===== src/rtl/wb_slave_decoder_if.sv =====
// Wishbone bus bundle for wb_slave_decoder: one master request/response plus
// flat NUM_SLAVES-wide slave vectors (slave 0 in the LSB slice).
interface wb_slave_decoder_if #(
    parameter int NUM_SLAVES = 11,
    parameter int AW         = 32,
    parameter int DW         = 32
);
    logic [AW-1:0]                wbm_adr_i;
    logic [DW-1:0]                wbm_dat_i;
    logic [DW/8-1:0]              wbm_sel_i;
    logic                         wbm_we_i;
    logic                         wbm_cyc_i;
    logic                         wbm_stb_i;
    logic [2:0]                   wbm_cti_i;
    logic [1:0]                   wbm_bte_i;
    logic [DW-1:0]                wbm_dat_o;
    logic                         wbm_ack_o;
    logic                         wbm_err_o;
    logic                         wbm_rty_o;

    logic [NUM_SLAVES*AW-1:0]     wbs_adr_o;
    logic [NUM_SLAVES*DW-1:0]     wbs_dat_o;
    logic [NUM_SLAVES*DW/8-1:0]   wbs_sel_o;
    logic [NUM_SLAVES-1:0]        wbs_we_o;
    logic [NUM_SLAVES-1:0]        wbs_cyc_o;
    logic [NUM_SLAVES-1:0]        wbs_stb_o;
    logic [NUM_SLAVES*3-1:0]      wbs_cti_o;
    logic [NUM_SLAVES*2-1:0]      wbs_bte_o;
    logic [NUM_SLAVES*DW-1:0]     wbs_dat_i;
    logic [NUM_SLAVES-1:0]        wbs_ack_i;
    logic [NUM_SLAVES-1:0]        wbs_err_i;
    logic [NUM_SLAVES-1:0]        wbs_rty_i;

    // Decoder view: it is the slave of the upstream master.
    modport slave (
        input  wbm_adr_i, wbm_dat_i, wbm_sel_i, wbm_we_i, wbm_cyc_i, wbm_stb_i,
               wbm_cti_i, wbm_bte_i, wbs_dat_i, wbs_ack_i, wbs_err_i, wbs_rty_i,
        output wbm_dat_o, wbm_ack_o, wbm_err_o, wbm_rty_o, wbs_adr_o, wbs_dat_o,
               wbs_sel_o, wbs_we_o, wbs_cyc_o, wbs_stb_o, wbs_cti_o, wbs_bte_o
    );

    modport master (
        output wbm_adr_i, wbm_dat_i, wbm_sel_i, wbm_we_i, wbm_cyc_i, wbm_stb_i,
               wbm_cti_i, wbm_bte_i, wbs_dat_i, wbs_ack_i, wbs_err_i, wbs_rty_i,
        input  wbm_dat_o, wbm_ack_o, wbm_err_o, wbm_rty_o, wbs_adr_o, wbs_dat_o,
               wbs_sel_o, wbs_we_o, wbs_cyc_o, wbs_stb_o, wbs_cti_o, wbs_bte_o
    );
endinterface


===== src/rtl/wb_slave_decoder.sv =====
// Wishbone 1-to-N address decoder with decode-miss error capture.
// Define WB_DECODE_TIMEOUT_EN to add the slave response watchdog (TMOERR).
module wb_slave_decoder #(
    parameter int                          NUM_SLAVES = 11,
    parameter int                          AW         = 32,
    parameter int                          DW         = 32,
    parameter logic [NUM_SLAVES*AW-1:0]    MATCH_ADDR = '0,
    parameter logic [NUM_SLAVES*AW-1:0]    MATCH_MASK = '0,
    parameter int                          TIMEOUT    = 255
) (
    input  logic                 wb_clk_i,
    input  logic                 wb_rst_n_i,
    wb_slave_decoder_if.slave    bus,
    output logic                 err_valid_o,
    output logic [1:0]           err_code_o,
    output logic [AW-1:0]        err_adr_o,
    input  logic                 err_clr_i
);

    typedef enum logic [1:0] {
        ST_IDLE   = 2'b00,
        ST_ACTIVE = 2'b01,
        ST_DECERR = 2'b10,
        ST_TMOERR = 2'b11
    } state_t;

    state_t                state_r;
    state_t                state_nxt_s;
    logic [NUM_SLAVES-1:0] sel_r;
    logic [NUM_SLAVES-1:0] sel_nxt_s;
    logic [NUM_SLAVES-1:0] hit_onehot_s;
    logic                  hit_any_s;
    logic                  resp_ack_s;
    logic                  resp_err_s;
    logic                  resp_rty_s;
    logic                  resp_any_s;
    logic                  fwd_s;
    logic                  tmo_hit_s;
    logic [DW-1:0]         sel_dat_s;
    logic                  err_entry_s;
    logic [1:0]            err_code_nxt_s;
    logic                  err_valid_r;
    logic [1:0]            err_code_r;
    logic [AW-1:0]         err_adr_r;

    function automatic logic slave_hit(input logic [AW-1:0] adr, input int idx);
        logic [AW-1:0] base;
        logic [AW-1:0] mask;
        base = MATCH_ADDR[idx*AW +: AW];
        mask = MATCH_MASK[idx*AW +: AW];
        return (adr & mask) == (base & mask);
    endfunction

    // Request fields go to every slave untouched; only cyc/stb are steered.
    assign bus.wbs_adr_o = {NUM_SLAVES{bus.wbm_adr_i}};
    assign bus.wbs_dat_o = {NUM_SLAVES{bus.wbm_dat_i}};
    assign bus.wbs_sel_o = {NUM_SLAVES{bus.wbm_sel_i}};
    assign bus.wbs_we_o  = {NUM_SLAVES{bus.wbm_we_i}};
    assign bus.wbs_cti_o = {NUM_SLAVES{bus.wbm_cti_i}};
    assign bus.wbs_bte_o = {NUM_SLAVES{bus.wbm_bte_i}};

    // Address decode, lowest matching index wins
    always_comb begin
        hit_onehot_s = '0;
        hit_any_s    = 1'b0;
        for (int i = 0; i < NUM_SLAVES; i++) begin
            hit_onehot_s[i] = slave_hit(bus.wbm_adr_i, i) & ~hit_any_s;
            hit_any_s       = hit_any_s | hit_onehot_s[i];
        end
    end

    assign resp_ack_s = |(sel_r & bus.wbs_ack_i);
    assign resp_err_s = |(sel_r & bus.wbs_err_i);
    assign resp_rty_s = |(sel_r & bus.wbs_rty_i);
    assign resp_any_s = resp_ack_s | resp_err_s | resp_rty_s;
    assign fwd_s      = (state_r == ST_ACTIVE) & bus.wbm_cyc_i;

    // Read data mux over the registered one-hot select
    always_comb begin
        sel_dat_s = '0;
        for (int i = 0; i < NUM_SLAVES; i++) begin
            sel_dat_s = sel_dat_s | ({DW{sel_r[i]}} & bus.wbs_dat_i[i*DW +: DW]);
        end
    end

`ifdef WB_DECODE_TIMEOUT_EN
    logic [15:0] tmo_cnt_r;

    assign tmo_hit_s = (tmo_cnt_r == 16'(TIMEOUT - 1));

    // Watchdog: held at zero outside ACTIVE so every entry starts from zero
    always_ff @(posedge wb_clk_i or negedge wb_rst_n_i) begin
        if (!wb_rst_n_i) begin
            tmo_cnt_r <= 16'd0;
        end else if (state_r != ST_ACTIVE) begin
            tmo_cnt_r <= 16'd0;
        end else if (!resp_any_s) begin
            tmo_cnt_r <= tmo_cnt_r + 16'd1;
        end else begin
            tmo_cnt_r <= tmo_cnt_r;
        end
    end
`else
    logic unused_tmo_s;

    assign tmo_hit_s    = 1'b0;
    assign unused_tmo_s = ^16'(TIMEOUT);
`endif

    // FSM state and slave select registers
    always_ff @(posedge wb_clk_i or negedge wb_rst_n_i) begin
        if (!wb_rst_n_i) begin
            state_r <= ST_IDLE;
            sel_r   <= '0;
        end else begin
            state_r <= state_nxt_s;
            sel_r   <= sel_nxt_s;
        end
    end

    // Next-state logic; every beat is re-decoded from IDLE
    always_comb begin
        state_nxt_s = state_r;
        sel_nxt_s   = sel_r;
        case (state_r)
            ST_IDLE: begin
                if (bus.wbm_cyc_i && bus.wbm_stb_i) begin
                    sel_nxt_s   = hit_onehot_s;
                    state_nxt_s = hit_any_s ? ST_ACTIVE : ST_DECERR;
                end else begin
                    sel_nxt_s   = '0;
                end
            end
            ST_ACTIVE: begin
                if (!bus.wbm_cyc_i || resp_any_s) begin
                    state_nxt_s = ST_IDLE;
                    sel_nxt_s   = '0;
                end else if (tmo_hit_s) begin
                    state_nxt_s = ST_TMOERR;
                    sel_nxt_s   = '0;
                end else begin
                    state_nxt_s = ST_ACTIVE;
                end
            end
            ST_DECERR: begin
                state_nxt_s = ST_IDLE;
                sel_nxt_s   = '0;
            end
`ifdef WB_DECODE_TIMEOUT_EN
            ST_TMOERR: begin
                state_nxt_s = ST_IDLE;
                sel_nxt_s   = '0;
            end
`endif
            default: begin
                state_nxt_s = ST_IDLE;
                sel_nxt_s   = '0;
            end
        endcase
    end

    // Bus outputs; slave responses pass through combinationally while ACTIVE
    always_comb begin
        if (state_r == ST_ACTIVE) begin
            bus.wbs_cyc_o = sel_r & {NUM_SLAVES{bus.wbm_cyc_i}};
            bus.wbs_stb_o = sel_r & {NUM_SLAVES{bus.wbm_stb_i}};
        end else begin
            bus.wbs_cyc_o = '0;
            bus.wbs_stb_o = '0;
        end
        bus.wbm_ack_o = fwd_s & resp_ack_s;
        bus.wbm_rty_o = fwd_s & resp_rty_s;
        bus.wbm_err_o = (fwd_s & resp_err_s) | (state_r == ST_DECERR) |
                        (state_r == ST_TMOERR);
        bus.wbm_dat_o = fwd_s ? sel_dat_s : '0;
    end

    assign err_entry_s    = ((state_nxt_s == ST_DECERR) || (state_nxt_s == ST_TMOERR)) &&
                            (state_nxt_s != state_r);
    assign err_code_nxt_s = (state_nxt_s == ST_TMOERR) ? 2'b10 : 2'b01;

    // Sticky error capture; a clear that meets a new error keeps the new one
    always_ff @(posedge wb_clk_i or negedge wb_rst_n_i) begin
        if (!wb_rst_n_i) begin
            err_valid_r <= 1'b0;
            err_code_r  <= 2'b00;
            err_adr_r   <= '0;
        end else if (err_entry_s && (!err_valid_r || err_clr_i)) begin
            err_valid_r <= 1'b1;
            err_code_r  <= err_code_nxt_s;
            err_adr_r   <= bus.wbm_adr_i;
        end else if (err_clr_i) begin
            err_valid_r <= 1'b0;
            err_code_r  <= 2'b00;
            err_adr_r   <= '0;
        end else begin
            err_valid_r <= err_valid_r;
            err_code_r  <= err_code_r;
            err_adr_r   <= err_adr_r;
        end
    end

    assign err_valid_o = err_valid_r;
    assign err_code_o  = err_code_r;
    assign err_adr_o   = err_adr_r;

endmodule


===== src/flat_wrapper.sv =====
// flat-port wrapper written by rule: the top's interface ports become plain ports
module wb_slave_decoder_flat 
#(
    parameter int                          NUM_SLAVES = 11,
    parameter int                          AW         = 32,
    parameter int                          DW         = 32,
    parameter logic [NUM_SLAVES*AW-1:0]    MATCH_ADDR = '0,
    parameter logic [NUM_SLAVES*AW-1:0]    MATCH_MASK = '0,
    parameter int                          TIMEOUT    = 255
)
  (wb_clk_i, wb_rst_n_i, err_valid_o, err_code_o, err_adr_o, err_clr_i, bus_wbm_adr_i, bus_wbm_dat_i, bus_wbm_sel_i, bus_wbm_we_i, bus_wbm_cyc_i, bus_wbm_stb_i, bus_wbm_cti_i, bus_wbm_bte_i, bus_wbs_dat_i, bus_wbs_ack_i, bus_wbs_err_i, bus_wbs_rty_i, bus_wbm_dat_o, bus_wbm_ack_o, bus_wbm_err_o, bus_wbm_rty_o, bus_wbs_adr_o, bus_wbs_dat_o, bus_wbs_sel_o, bus_wbs_we_o, bus_wbs_cyc_o, bus_wbs_stb_o, bus_wbs_cti_o, bus_wbs_bte_o);
  wb_slave_decoder_if #(.NUM_SLAVES(NUM_SLAVES), .AW(AW), .DW(DW)) bus_i ();
  input  logic wb_clk_i;
  input  logic wb_rst_n_i;
  output logic err_valid_o;
  output logic [1:0] err_code_o;
  output logic [AW-1:0] err_adr_o;
  input  logic err_clr_i;
  input wire logic [$bits(bus_i.wbm_adr_i)-1:0] bus_wbm_adr_i;
  input wire logic [$bits(bus_i.wbm_dat_i)-1:0] bus_wbm_dat_i;
  input wire logic [$bits(bus_i.wbm_sel_i)-1:0] bus_wbm_sel_i;
  input wire logic [$bits(bus_i.wbm_we_i)-1:0] bus_wbm_we_i;
  input wire logic [$bits(bus_i.wbm_cyc_i)-1:0] bus_wbm_cyc_i;
  input wire logic [$bits(bus_i.wbm_stb_i)-1:0] bus_wbm_stb_i;
  input wire logic [$bits(bus_i.wbm_cti_i)-1:0] bus_wbm_cti_i;
  input wire logic [$bits(bus_i.wbm_bte_i)-1:0] bus_wbm_bte_i;
  input wire logic [$bits(bus_i.wbs_dat_i)-1:0] bus_wbs_dat_i;
  input wire logic [$bits(bus_i.wbs_ack_i)-1:0] bus_wbs_ack_i;
  input wire logic [$bits(bus_i.wbs_err_i)-1:0] bus_wbs_err_i;
  input wire logic [$bits(bus_i.wbs_rty_i)-1:0] bus_wbs_rty_i;
  output wire logic [$bits(bus_i.wbm_dat_o)-1:0] bus_wbm_dat_o;
  output wire logic [$bits(bus_i.wbm_ack_o)-1:0] bus_wbm_ack_o;
  output wire logic [$bits(bus_i.wbm_err_o)-1:0] bus_wbm_err_o;
  output wire logic [$bits(bus_i.wbm_rty_o)-1:0] bus_wbm_rty_o;
  output wire logic [$bits(bus_i.wbs_adr_o)-1:0] bus_wbs_adr_o;
  output wire logic [$bits(bus_i.wbs_dat_o)-1:0] bus_wbs_dat_o;
  output wire logic [$bits(bus_i.wbs_sel_o)-1:0] bus_wbs_sel_o;
  output wire logic [$bits(bus_i.wbs_we_o)-1:0] bus_wbs_we_o;
  output wire logic [$bits(bus_i.wbs_cyc_o)-1:0] bus_wbs_cyc_o;
  output wire logic [$bits(bus_i.wbs_stb_o)-1:0] bus_wbs_stb_o;
  output wire logic [$bits(bus_i.wbs_cti_o)-1:0] bus_wbs_cti_o;
  output wire logic [$bits(bus_i.wbs_bte_o)-1:0] bus_wbs_bte_o;
  assign bus_i.wbm_adr_i = bus_wbm_adr_i;
  assign bus_i.wbm_dat_i = bus_wbm_dat_i;
  assign bus_i.wbm_sel_i = bus_wbm_sel_i;
  assign bus_i.wbm_we_i = bus_wbm_we_i;
  assign bus_i.wbm_cyc_i = bus_wbm_cyc_i;
  assign bus_i.wbm_stb_i = bus_wbm_stb_i;
  assign bus_i.wbm_cti_i = bus_wbm_cti_i;
  assign bus_i.wbm_bte_i = bus_wbm_bte_i;
  assign bus_i.wbs_dat_i = bus_wbs_dat_i;
  assign bus_i.wbs_ack_i = bus_wbs_ack_i;
  assign bus_i.wbs_err_i = bus_wbs_err_i;
  assign bus_i.wbs_rty_i = bus_wbs_rty_i;
  assign bus_wbm_dat_o = bus_i.wbm_dat_o;
  assign bus_wbm_ack_o = bus_i.wbm_ack_o;
  assign bus_wbm_err_o = bus_i.wbm_err_o;
  assign bus_wbm_rty_o = bus_i.wbm_rty_o;
  assign bus_wbs_adr_o = bus_i.wbs_adr_o;
  assign bus_wbs_dat_o = bus_i.wbs_dat_o;
  assign bus_wbs_sel_o = bus_i.wbs_sel_o;
  assign bus_wbs_we_o = bus_i.wbs_we_o;
  assign bus_wbs_cyc_o = bus_i.wbs_cyc_o;
  assign bus_wbs_stb_o = bus_i.wbs_stb_o;
  assign bus_wbs_cti_o = bus_i.wbs_cti_o;
  assign bus_wbs_bte_o = bus_i.wbs_bte_o;
  wb_slave_decoder #(.NUM_SLAVES(NUM_SLAVES), .AW(AW), .DW(DW), .MATCH_ADDR(MATCH_ADDR), .MATCH_MASK(MATCH_MASK), .TIMEOUT(TIMEOUT)) u_core (.wb_clk_i(wb_clk_i), .wb_rst_n_i(wb_rst_n_i), .bus(bus_i), .err_valid_o(err_valid_o), .err_code_o(err_code_o), .err_adr_o(err_adr_o), .err_clr_i(err_clr_i));
endmodule

===== config.mk =====
export PLATFORM = sky130hd
export DESIGN_NAME = wb_slave_decoder_flat
export DESIGN_NICKNAME = d
export VERILOG_FILES = /design/src/rtl/wb_slave_decoder_if.sv /design/src/rtl/wb_slave_decoder.sv /design/src/flat_wrapper.sv
export SDC_FILE = /design/constraint.sdc
export NUM_CORES = 1
export LEC_CHECK = 0
export ABC_CLOCK_PERIOD_IN_PS = 1650
export BUFFER_PORTS_ARGS = -buffer_cell sky130_fd_sc_hd__buf_2
export CAP_MARGIN = 25
export CORE_AREA = 2 2 534 536
export DETAILED_ROUTE_END_ITERATION = 7
export DIE_AREA = 0 0 536 538
export HOLD_SLACK_MARGIN = 0.02
export SYNTH_ARGS = -nofsm -noshare
export SYNTH_HDL_FRONTEND = slang
export SYNTH_SLANG_ARGS = --single-unit

===== constraint.sdc =====
create_clock -name wb_clk_i -period 1.65 [get_ports wb_clk_i]
set_input_delay 0.2475 -clock wb_clk_i [delete_from_list [all_inputs] [get_ports wb_clk_i]]
set_output_delay 0.2475 -clock wb_clk_i [all_outputs]
set_load 0.1 [all_outputs]

==> results of run 1 <==
[worst min-delay path by stage]
| stage | startpoint | end | slack, ns |
|---|---|---|---|
| finish | bus_wbm_stb_i | u_core.sel_r[0] | 0.21 |
| global route | bus_wbm_stb_i | u_core.sel_r[0] | 0.19 |
| CTS | bus_wbm_stb_i | u_core.sel_r[0] | 0.18 |
| detailed placement | wb_rst_n_i | u_core.err_adr_o[24] | 0.36 |
| global placement | wb_rst_n_i | u_core.err_adr_o[24] | 0.37 |
| floorplan | wb_rst_n_i | u_core.err_adr_o[0] | -0.05 |
[through the flow]
step | cells | hold WS, ns | setup WS [ns]
2_1_floorplan | 978 | -0.0481 | 0.0169
3_3_place_gp | 4015 | 0.365 | 0.0893
3_5_place_dp | 4015 | 0.364 | 0.0790
4_1_cts | 4024 | 0.178 | -0.321
5_1_grt | 4028 | 0.190 | -0.352
6_report | 4031 | 0.206 | -0.272
[timing repair]
item,CTS,global route
hold buffers,1,0
buffers inserted,1,2
hold endpoints to repair,15,0
pin swaps,1,1
endpoints found under the setup margin,37,37
[logic make-up (layout without fill, tap and decap cells)]
kind of cell,Yosys count,count (layout),synth area share
other,1,27,0.000477
buffers and inverters,842,127,0.805
AO/OA/AOI/OAI,3,3,0.00382
AND/OR/NAND/NOR,74,74,0.0698
flip-flops,38,38,0.121
[power groups by stage]
| stage | Sequential [mW] | Clock [mW] | Combinational [mW] |
|---|---|---|---|
| 3_5_place_dp | 0.954 | 0 | 0.352 |
| 3_3_place_gp | 0.954 | 0 | 0.350 |
| 4_1_cts | 0.937 | 1.48 | 0.354 |
| 6_report | 0.937 | 1.38 | 0.350 |
| 2_1_floorplan | 0.955 | 0 | 9.59 |
| 5_1_grt | 0.936 | 1.49 | 0.368 |
[metal layers]
layer	track usage	vias up
met5	0.000329	-
li1	-	638
met4	0.0107	48
met2	0.0582	878
met1	0.00986	763
met3	0.0700	114
[layout by cell type, fill, tap and decap left out, types with 2 or more instances in the layout]
master / netlist / final
sky130_fd_sc_hd__dfrtp_1: 38 / 38
sky130_fd_sc_hd__and2b_1: 3 / 3
sky130_fd_sc_hd__clkbuf_16: 0 / 5
sky130_fd_sc_hd__buf_12: 0 / 38
sky130_fd_sc_hd__bufinv_16: 0 / 2
sky130_fd_sc_hd__buf_2: 0 / 74
sky130_fd_sc_hd__buf_4: 834 / 5
sky130_fd_sc_hd__conb_1: 1 / 21
sky130_fd_sc_hd__nor2b_1: 32 / 32
sky130_fd_sc_hd__diode_2: 0 / 6
sky130_fd_sc_hd__and2_2: 5 / 5
sky130_fd_sc_hd__and2_4: 29 / 29
[flip-flops by register name, indices dropped and copies added, names as in the netlist]
register	count
u_core.err_adr_o	32
u_core.err_code_o	2
u_core.err_valid_o	1
u_core.sel_r	1
u_core.state_r	2
[area by class of cell]
type	count	area, um2	area share
diodes	6	15.0	0.00194
clock buffers	5	125	0.0162
clock inverters	3	68.8	0.00891
inverters	1	3.75	0.000486
multi-input cells	98	671	0.0869
flip-flops and latches	38	951	0.123
well taps	3762	4710	0.610
repair buffers	118	1180	0.153
==> flow_summary.yaml, run 1 <==
run_status:
  run_status: "complete, but fails checks"
  violations: "negative setup slack"
sta:
  min_period_over_period: 1.17
  total_of_endpoints_with_negative_setup_slack_in_the_final_report: 36
  finalClockSkew_ns: 0.0000536
  totalNegativeSetupSlack_ns: -8.40
  timing.final.crit_period_ns: 1.92
  finalWorstSetupSlack_ns: -0.272
  tightest_slew_ns: 0.579
  setup_repair_after_global_routing_missed_its_margin: "true"
  slew_violations: 0
  max_clock_freq_ghz: 0.520
  finalHoldViolCount: 0
  slew_headroom: 0.614
detailed_routing:
  drt_iter0_drc: 157
  wl_met2_mm: 24.5
  drt_wl_total_mm: 54.5
  topRoutingLayerUsed: "met5"
  via_count: 2441
  postRouteAntennaNets: 0
  post_drt_wl_per_cell_um: 13.5
  route.detailed.vias_per_inst: 0.606
  detail_route.drc_violations: 0
  first_pass_iters: 4
  detail_route.wirelength.met1_mm: 5.25
  wl_met3_mm: 22.9
layout:
  final_util: 0.0273
  post_route_cells_drive_above_1_share: 0.624
  finalInstanceArea_um2: 7720
  filler_cell_count: 33800
  layout_area_overhead_pct: -1.86
  final_net_count: 726
floorplanning:
  io_pins: 1370
  initial_utilization: 0.0278
  floorplan.rows: 196
  die-area_um2: 288000
  core_area_um2: 283000
  fp.dieH_um: 538
  die-width_um: 536
setup_path:
  critical_path.endpoint: "bus_wbm_dat_o[1]"
  reg2reg_slack_ns: 0.59
  rr_startpoint: "u_core.state_r[1]"
  reg2regPathDepth: 3
  cpMostUsedCell: "sky130_fd_sc_hd__buf_12"
  critical_path_cell_count: 4
  signal_arrival_time_at_the_worst_endpoint_ns: 1.67
  r2r_end: "u_core.sel_r[0]"
  timing.critical_path.buf_inv: 2
  kind_of_start_point_of_the_critical_path: "flip-flop"
  crit_type: "reg -> out"
  cells_along_the_critical_path: "and4b_2 -> buf_12 -> and2_2 -> buf_12"
  worstSetupEndpointType: "output pin"
  critical-path-max-stage-delay_ns: 0.39
  timing.critical_path.max_delay_family: "simple AND/OR/NAND/NOR gates"
  critical_path.max_fanout: 36
  critical_path_required_ns: 1.40
  crit_path_start: "u_core.state_r[1]"
  cpMaxStageDelayCell: "sky130_fd_sc_hd__dfrtp_1"
clock_network:
  numClockSinks: 38
  cts.htree.levels: 2
  clock-root-buffer: "sky130_fd_sc_hd__clkbuf_16"
  clk_transition_reported_paths_ns: 0.09
  clockBufferDepth: 2
  tritoncts: "yes"
  clk-insertion-delay-late_ns: 0.34
  cts_resized: 0
  tritoncts_buffers: 5
synth:
  synth-seq-cells: 38
  post-synth-top-count-cell: "sky130_fd_sc_hd__buf_4"
  netlist-cell-type-count: 19
  synth.top_cells.by_area: "sky130_fd_sc_hd__buf_4 80%, sky130_fd_sc_hd__dfrtp_1 12%, sky130_fd_sc_hd__and2_4 3.2%"
  ys.warnings.count: 0
  ys_seq_area_frac: 0.121
  number_of_enable_type_register_cells_in_the_synthesized_netlist: 0
  avgSynthCellArea_um2: 8.21
  synthDominantCellAreaShare: 0.796
  async_reset_ff_frac: 1.00
  netlist_area_before_placement_um2: 7870
  synthCells: 958
  synth.top_cells.by_count: "834 x sky130_fd_sc_hd__buf_4, 38 x sky130_fd_sc_hd__dfrtp_1, 32 x sky130_fd_sc_hd__nor2b_1"
  postSynth.topFlopCell: "sky130_fd_sc_hd__dfrtp_1"
  synth.largest_area_cell: "sky130_fd_sc_hd__buf_4"
placed_design:
  place_congestion: 0.572
  io_buffer_count: 111
  detailed_place.area_um2: 7490
  dp_hpwl_mm: 51.1
pwr:
  power_density_nw_per_um2: 346
  power_switching_share: 0.299
  net-switching-power_mw: 0.798
  finalPower_mw: 2.67
  clk_network_pwr_share: 0.518
  p_leak_nw: 1.65
  max-vdd-ir-drop_mv: 0.639
  combinationalPowerShare: 0.131
  sequentialPowerShare: 0.351
  internal_power_mw: 1.87
worst_hold_path:
  worstHoldPathType: "in -> reg"
  timing.hold.worst_path_depth: 2
global_route:
  all_layer_global_routing_usage: 0.0360
  grt_start_max_net_pins: 39
  grt_overflow: 0
  antenna_found_initial: 34
  global_route_wire_length_before_repair_mm: 59.3
  number_of_global_route_vias_before_repair: 2280
flow_run:
  timing.max_cap.violations: 0
(Power assumes the default switching activity.)
==> inputs of run 2 (changes only) <==
- REMOVE_ABC_BUFFERS: not set -> 1
==> flow_summary.yaml, run 2 (same netlist as run 1, synthesis figures left out) <==
pwr:
  finalPower_mw: 2.24
  power_density_nw_per_um2: 290
  net-switching-power_mw: 0.636
  sequentialPowerShare: 0.419
  clk_network_pwr_share: 0.425
  power_switching_share: 0.284
  internal_power_mw: 1.60
  combinationalPowerShare: 0.155
  p_leak_nw: 1.65
  max-vdd-ir-drop_mv: 0.340
detailed_routing:
  postRouteAntennaNets: 0
  route.detailed.vias_per_inst: 0.743
  drt_wl_total_mm: 74.3
  detail_route.drc_violations: 0
  first_pass_iters: 4
  drt_iter0_drc: 187
  via_count: 2991
  post_drt_wl_per_cell_um: 18.5
layout:
  largest_register_ff_count: 32
  layout_commonest_cell: "sky130_fd_sc_hd__buf_2"
  post_route_cells_drive_above_1_share: 0.628
  seq_area_um2: 951
  multi_input_area_um2: 677
  most-common-layout-cells: "74 x sky130_fd_sc_hd__buf_2, 39 x sky130_fd_sc_hd__buf_12, 38 x sky130_fd_sc_hd__dfrtp_1"
  filler_cell_count: 33800
  final_net_count: 729
  layout_area_overhead_pct: -1.97
  finalInstanceArea_um2: 7710
  antenna-diode-count: 0
sta:
  total_of_endpoints_with_negative_setup_slack_in_the_final_report: 35
  finalHoldViolCount: 0
  min_period_over_period: 1.10
  max_clock_freq_ghz: 0.553
  finalWorstSetupSlack_ns: -0.157
  finalClockSkew_ns: 0.000490
  timing.final.crit_period_ns: 1.81
  setup_repair_after_global_routing_missed_its_margin: "true"
  slew_violations: 0
setup_path:
  signal_arrival_time_at_the_worst_endpoint_ns: 1.56
  crit_path_start: "u_core.state_r[1]"
  kind_of_start_point_of_the_critical_path: "flip-flop"
  critical_path.max_fanout: 16
  worstSetupEndpointType: "output pin"
  crit_type: "reg -> out"
  critical_path_required_ns: 1.40
  rr_startpoint: "u_core.sel_r[0]"
flow_run:
  timing.max_cap.violations: 0
clock_network:
  clock-root-buffer: "sky130_fd_sc_hd__clkbuf_16"
  clockBufferDepth: 2
  tritoncts: "yes"
  numClockSinks: 38
  clk-insertion-delay-late_ns: 0.27
  clk_transition_reported_paths_ns: 0.05
  cts.htree.levels: 2
  tritoncts_buffers: 5
run_status:
  violations: "negative setup slack"
  run_status: "complete, but fails checks"
floorplanning:
  floorplan.rows: 196
  io_pins: 1370
  initial_utilization: 0.0278
  core_area_um2: 283000
  die-area_um2: 288000
  die-width_um: 536
  fp.dieH_um: 538
placed_design:
  place_congestion: 0.625
  dp_hpwl_mm: 63.0
  detailed_place.area_um2: 7510
  io_buffer_count: 111
worst_hold_path:
  hold_path.startpoint: "bus_wbm_stb_i"
  worstHoldPathType: "in -> reg"
global_route:
  grt_overflow: 0
  number_of_global_route_vias_before_repair: 2605
  grt_start_max_net_pins: 39
  antenna_found_initial: 0
  all_layer_global_routing_usage: 0.0475
  global_route_wire_length_before_repair_mm: 79.3
run 2: cell types whose count changed in the layout (fill, tap and decap cells not counted):
cell,before,now
sky130_fd_sc_hd__nor3b_2,0,1
sky130_fd_sc_hd__buf_6,0,2
sky130_fd_sc_hd__and2_2,5,0
sky130_fd_sc_hd__bufinv_16,2,0
sky130_fd_sc_hd__clkbuf_8,0,1
sky130_fd_sc_hd__clkinvlp_4,0,1
sky130_fd_sc_hd__a21o_4,0,1
sky130_fd_sc_hd__and2_4,29,34
sky130_fd_sc_hd__buf_12,38,39
sky130_fd_sc_hd__nor3b_4,1,0
sky130_fd_sc_hd__clkinv_2,0,1
sky130_fd_sc_hd__a21o_2,1,0
sky130_fd_sc_hd__clkinv_4,1,0
sky130_fd_sc_hd__diode_2,6,0
run 2: critical path, cell delays in order, from the launching register on:
cell,delay (ns)
sky130_fd_sc_hd__dfrtp_1,0.38
sky130_fd_sc_hd__and4b_2,0.34
sky130_fd_sc_hd__buf_12,0.15
sky130_fd_sc_hd__and2_4,0.17
sky130_fd_sc_hd__buf_12,0.16
run 2: area by class of cell:
| type | instances | share of cell area |
|---|---|---|
| timing repair buffer | 121 | 0.158 |
| inverter | 1 | 0.000487 |
| multi-input combinational | 98 | 0.0878 |
| clock buffer | 6 | 0.0180 |
| tap | 3762 | 0.610 |
| sequential | 38 | 0.123 |
| clock inverter | 2 | 0.00162 |
run 2: final timing paths:
check                                  endpoint  slack, ns  cells past startpoint
min in group asynchronous  u_core.err_adr_o[31]       0.47                      3
hold reg to reg            u_core.err_adr_o[12]       0.48                      1
max in group asynchronous  u_core.err_adr_o[16]       0.98                      3
setup reg to reg                u_core.sel_r[0]       0.46                      4
setup / recovery              bus_wbm_dat_o[31]      -0.16                      4
hold / removal                  u_core.sel_r[0]       0.26                      2
run 2: timing repair:
item / 4_1_cts / 5_1_grt
setup buffers: 2 / 0
pin swaps: 1 / 1
resized for setup: 9 / 1
cloned: 0 / 0
hold buffers: 1 / 0
endpoints found under the setup margin: 36 / 37
endpoints found under the hold margin: 38 / 0
run 2: power groups by stage:
stage | Sequential, mW | Combinational [mW] | Clock [mW]
3_5_place_dp | 0.954 | 0.341 | 0
2_1_floorplan | 0.955 | 0.231 | 0
5_1_grt | 0.937 | 0.365 | 1.02
3_3_place_gp | 0.954 | 0.341 | 0
4_1_cts | 0.937 | 0.348 | 0.964
6_report | 0.937 | 0.347 | 0.951
run 2: through the flow:
step	TNS [ns]	worst slack, ns	hold slack, ns	cells	utilization
finish	-4.95	-0.157	0.264	4028	0.0272
global route	-6.31	-0.192	0.269	4028	0.0272
CTS	-5.30	-0.170	0.256	4028	0.0272
detailed placement	0	0.0709	0.228	4017	0.0265
global placement	0	0.0766	0.228	4017	0.0265
floorplan	-37.20	-1.23	-0.0481	137	-
run 2: per-layer routing:
metal,track usage,part of all wire,up-vias
met4,0.00735,0.018,8
met5,0.0130,0.0027,-
met3,0.0624,0.26,74
met1,0.0285,0.22,1416
li1,-,-,643
met2,0.0818,0.50,850
==> inputs of run 3 (changes only) <==
- GPL_TIMING_DRIVEN: not set -> 0
==> flow_summary.yaml, run 3 (same netlist as run 1, synthesis figures left out) <==
detailed_routing:
  drt_wl_total_mm: 75.0
  post_drt_wl_per_cell_um: 18.6
  drt_iter0_drc: 247
  via_count: 3123
  postRouteAntennaNets: 0
  first_pass_iters: 7
  detail_route.drc_violations: 0
  route.detailed.vias_per_inst: 0.775
layout:
  final_net_count: 731
  filler_cell_count: 33700
  finalInstanceArea_um2: 7810
  largest_register_ff_count: 32
  layout_commonest_cell: "sky130_fd_sc_hd__buf_2"
  layout_area_overhead_pct: -0.684
  final_cell_count_no_fill: 4030
  antenna-diode-count: 0
  post_route_cells_drive_above_1_share: 0.634
  most-common-layout-cells: "74 x sky130_fd_sc_hd__buf_2, 38 x sky130_fd_sc_hd__dfrtp_1, 36 x sky130_fd_sc_hd__buf_12"
  final_util: 0.0276
global_route:
  globalRoute.busiestLayer: "met2"
  all_layer_global_routing_usage: 0.0478
  grt_util_met1: 0.0329
  antenna_found_initial: 0
  number_of_global_route_vias_before_repair: 2704
  met3_usage: 0.0560
  global_route_wire_length_before_repair_mm: 79.9
  grt_overflow: 0
  grt_start_max_net_pins: 39
  grtUsageMet2: 0.0824
sta:
  slew_headroom: 0.456
  timing.final.crit_period_ns: 1.96
  tightest_slew_ns: 0.817
  finalHoldViolCount: 0
  finalClockSkew_ns: 0.000214
  setup_repair_after_global_routing_missed_its_margin: "true"
  min_period_over_period: 1.19
  slew_violations: 0
  max_clock_freq_ghz: 0.510
  finalWorstSetupSlack_ns: -0.311
  total_of_endpoints_with_negative_setup_slack_in_the_final_report: 36
  fin_hold_ws_ns: 0.0521
run_status:
  violations: "negative setup slack"
  run_status: "complete, but fails checks"
setup_path:
  r2r_end: "u_core.sel_r[0]"
  worstSetupEndpointType: "output pin"
  signal_arrival_time_at_the_worst_endpoint_ns: 1.71
  critical_path_required_ns: 1.40
  crit_path_start: "u_core.state_r[1]"
  crit_type: "reg -> out"
  critical_path.max_fanout: 13
  kind_of_start_point_of_the_critical_path: "flip-flop"
  reg2regPathDepth: 5
  rr_startpoint: "u_core.state_r[1]"
  critical_path.endpoint: "bus_wbm_dat_o[10]"
  reg2reg_slack_ns: 0.35
clock_network:
  tritoncts: "yes"
  clockBufferDepth: 2
  numClockSinks: 38
  clk_transition_reported_paths_ns: 0.06
  tritoncts_buffers: 5
  cts.htree.levels: 2
  clk-insertion-delay-late_ns: 0.28
  hold_buffers: 0
  clock-root-buffer: "sky130_fd_sc_hd__clkbuf_16"
floorplanning:
  fp.dieH_um: 538
  floorplan.rows: 196
  initial_utilization: 0.0278
  die-width_um: 536
  io_pins: 1370
  die-area_um2: 288000
  core_area_um2: 283000
placed_design:
  dp_hpwl_mm: 62.6
  place_inst: 4011
  place_congestion: 0.612
  io_buffer_count: 111
  detailed_place.area_um2: 6900
pwr:
  max-vdd-ir-drop_mv: 0.397
  power_density_nw_per_um2: 323
  p_leak_nw: 1.70
  finalPower_mw: 2.52
worst_hold_path:
  worstHoldPathType: "in -> async"
flow_run:
  timing.max_cap.violations: 0
==> run 3: what timing repair did <==
| action | CTS | global route |
|---|---|---|
| pin swaps | 19 | 2 |
| buffers inserted | 5 | 3 |
| resized for setup | 156 | 6 |
| cloned | 3 | 0 |
| endpoints found under the setup margin | 36 | 37 |
==> run 3: how the worst min path moves through the flow <==
stage	endpoint	from	slack, ns
6_report	u_core.err_adr_o[23]	wb_rst_n_i	0.05
5_1_grt	u_core.err_code_o[1]	wb_rst_n_i	0.13
4_1_cts	u_core.err_adr_o[23]	wb_rst_n_i	0.08
3_5_place_dp	u_core.err_adr_o[23]	wb_rst_n_i	0.38
3_3_place_gp	u_core.err_adr_o[27]	wb_rst_n_i	0.39
2_1_floorplan	u_core.err_adr_o[0]	wb_rst_n_i	-0.05
==> run 3: where the power goes <==
group	internal, mW	switching (mW)	leakage, nW
Clock	0.868	0.377	0.0940
Combinational	0.0594	0.281	1.07
Sequential	0.936	0.00340	0.528
==> run 3: per-stage QoR <==
step / setup TNS [ns] / setup WS, ns
floorplan: -37.20 / -1.23
finish: -8.32 / -0.311
CTS: -7.31 / -0.286
global route: -9.19 / -0.317
detailed placement: -15.92 / -0.681
global placement: -31.87 / -1.08
==> run 3: critical path: stages, from the launching register on <==
cell and delay [ns]:
sky130_fd_sc_hd__dfrtp_1 0.39, sky130_fd_sc_hd__and4b_4 0.46, sky130_fd_sc_hd__buf_16 0.17, sky130_fd_sc_hd__and2_4 0.15, sky130_fd_sc_hd__buf_12 0.15
==> run 3: layout make-up <==
type,instances,area [um2],share of cell area
multi-input cells,99,697,0.0892
inverters,1,3.75,0.000480
flip-flops and latches,38,951,0.122
repair buffers,122,1260,0.161
clock inverters,3,68.8,0.00881
well taps,3762,4710,0.602
clock buffers,5,125,0.0160
==> run 3: routing by layer <==
metal	part of all wire	vias up
met2	0.50	864
met3	0.23	80
met4	0.018	4
met1	0.25	1525
li1	-	650
met5	0.0015	-
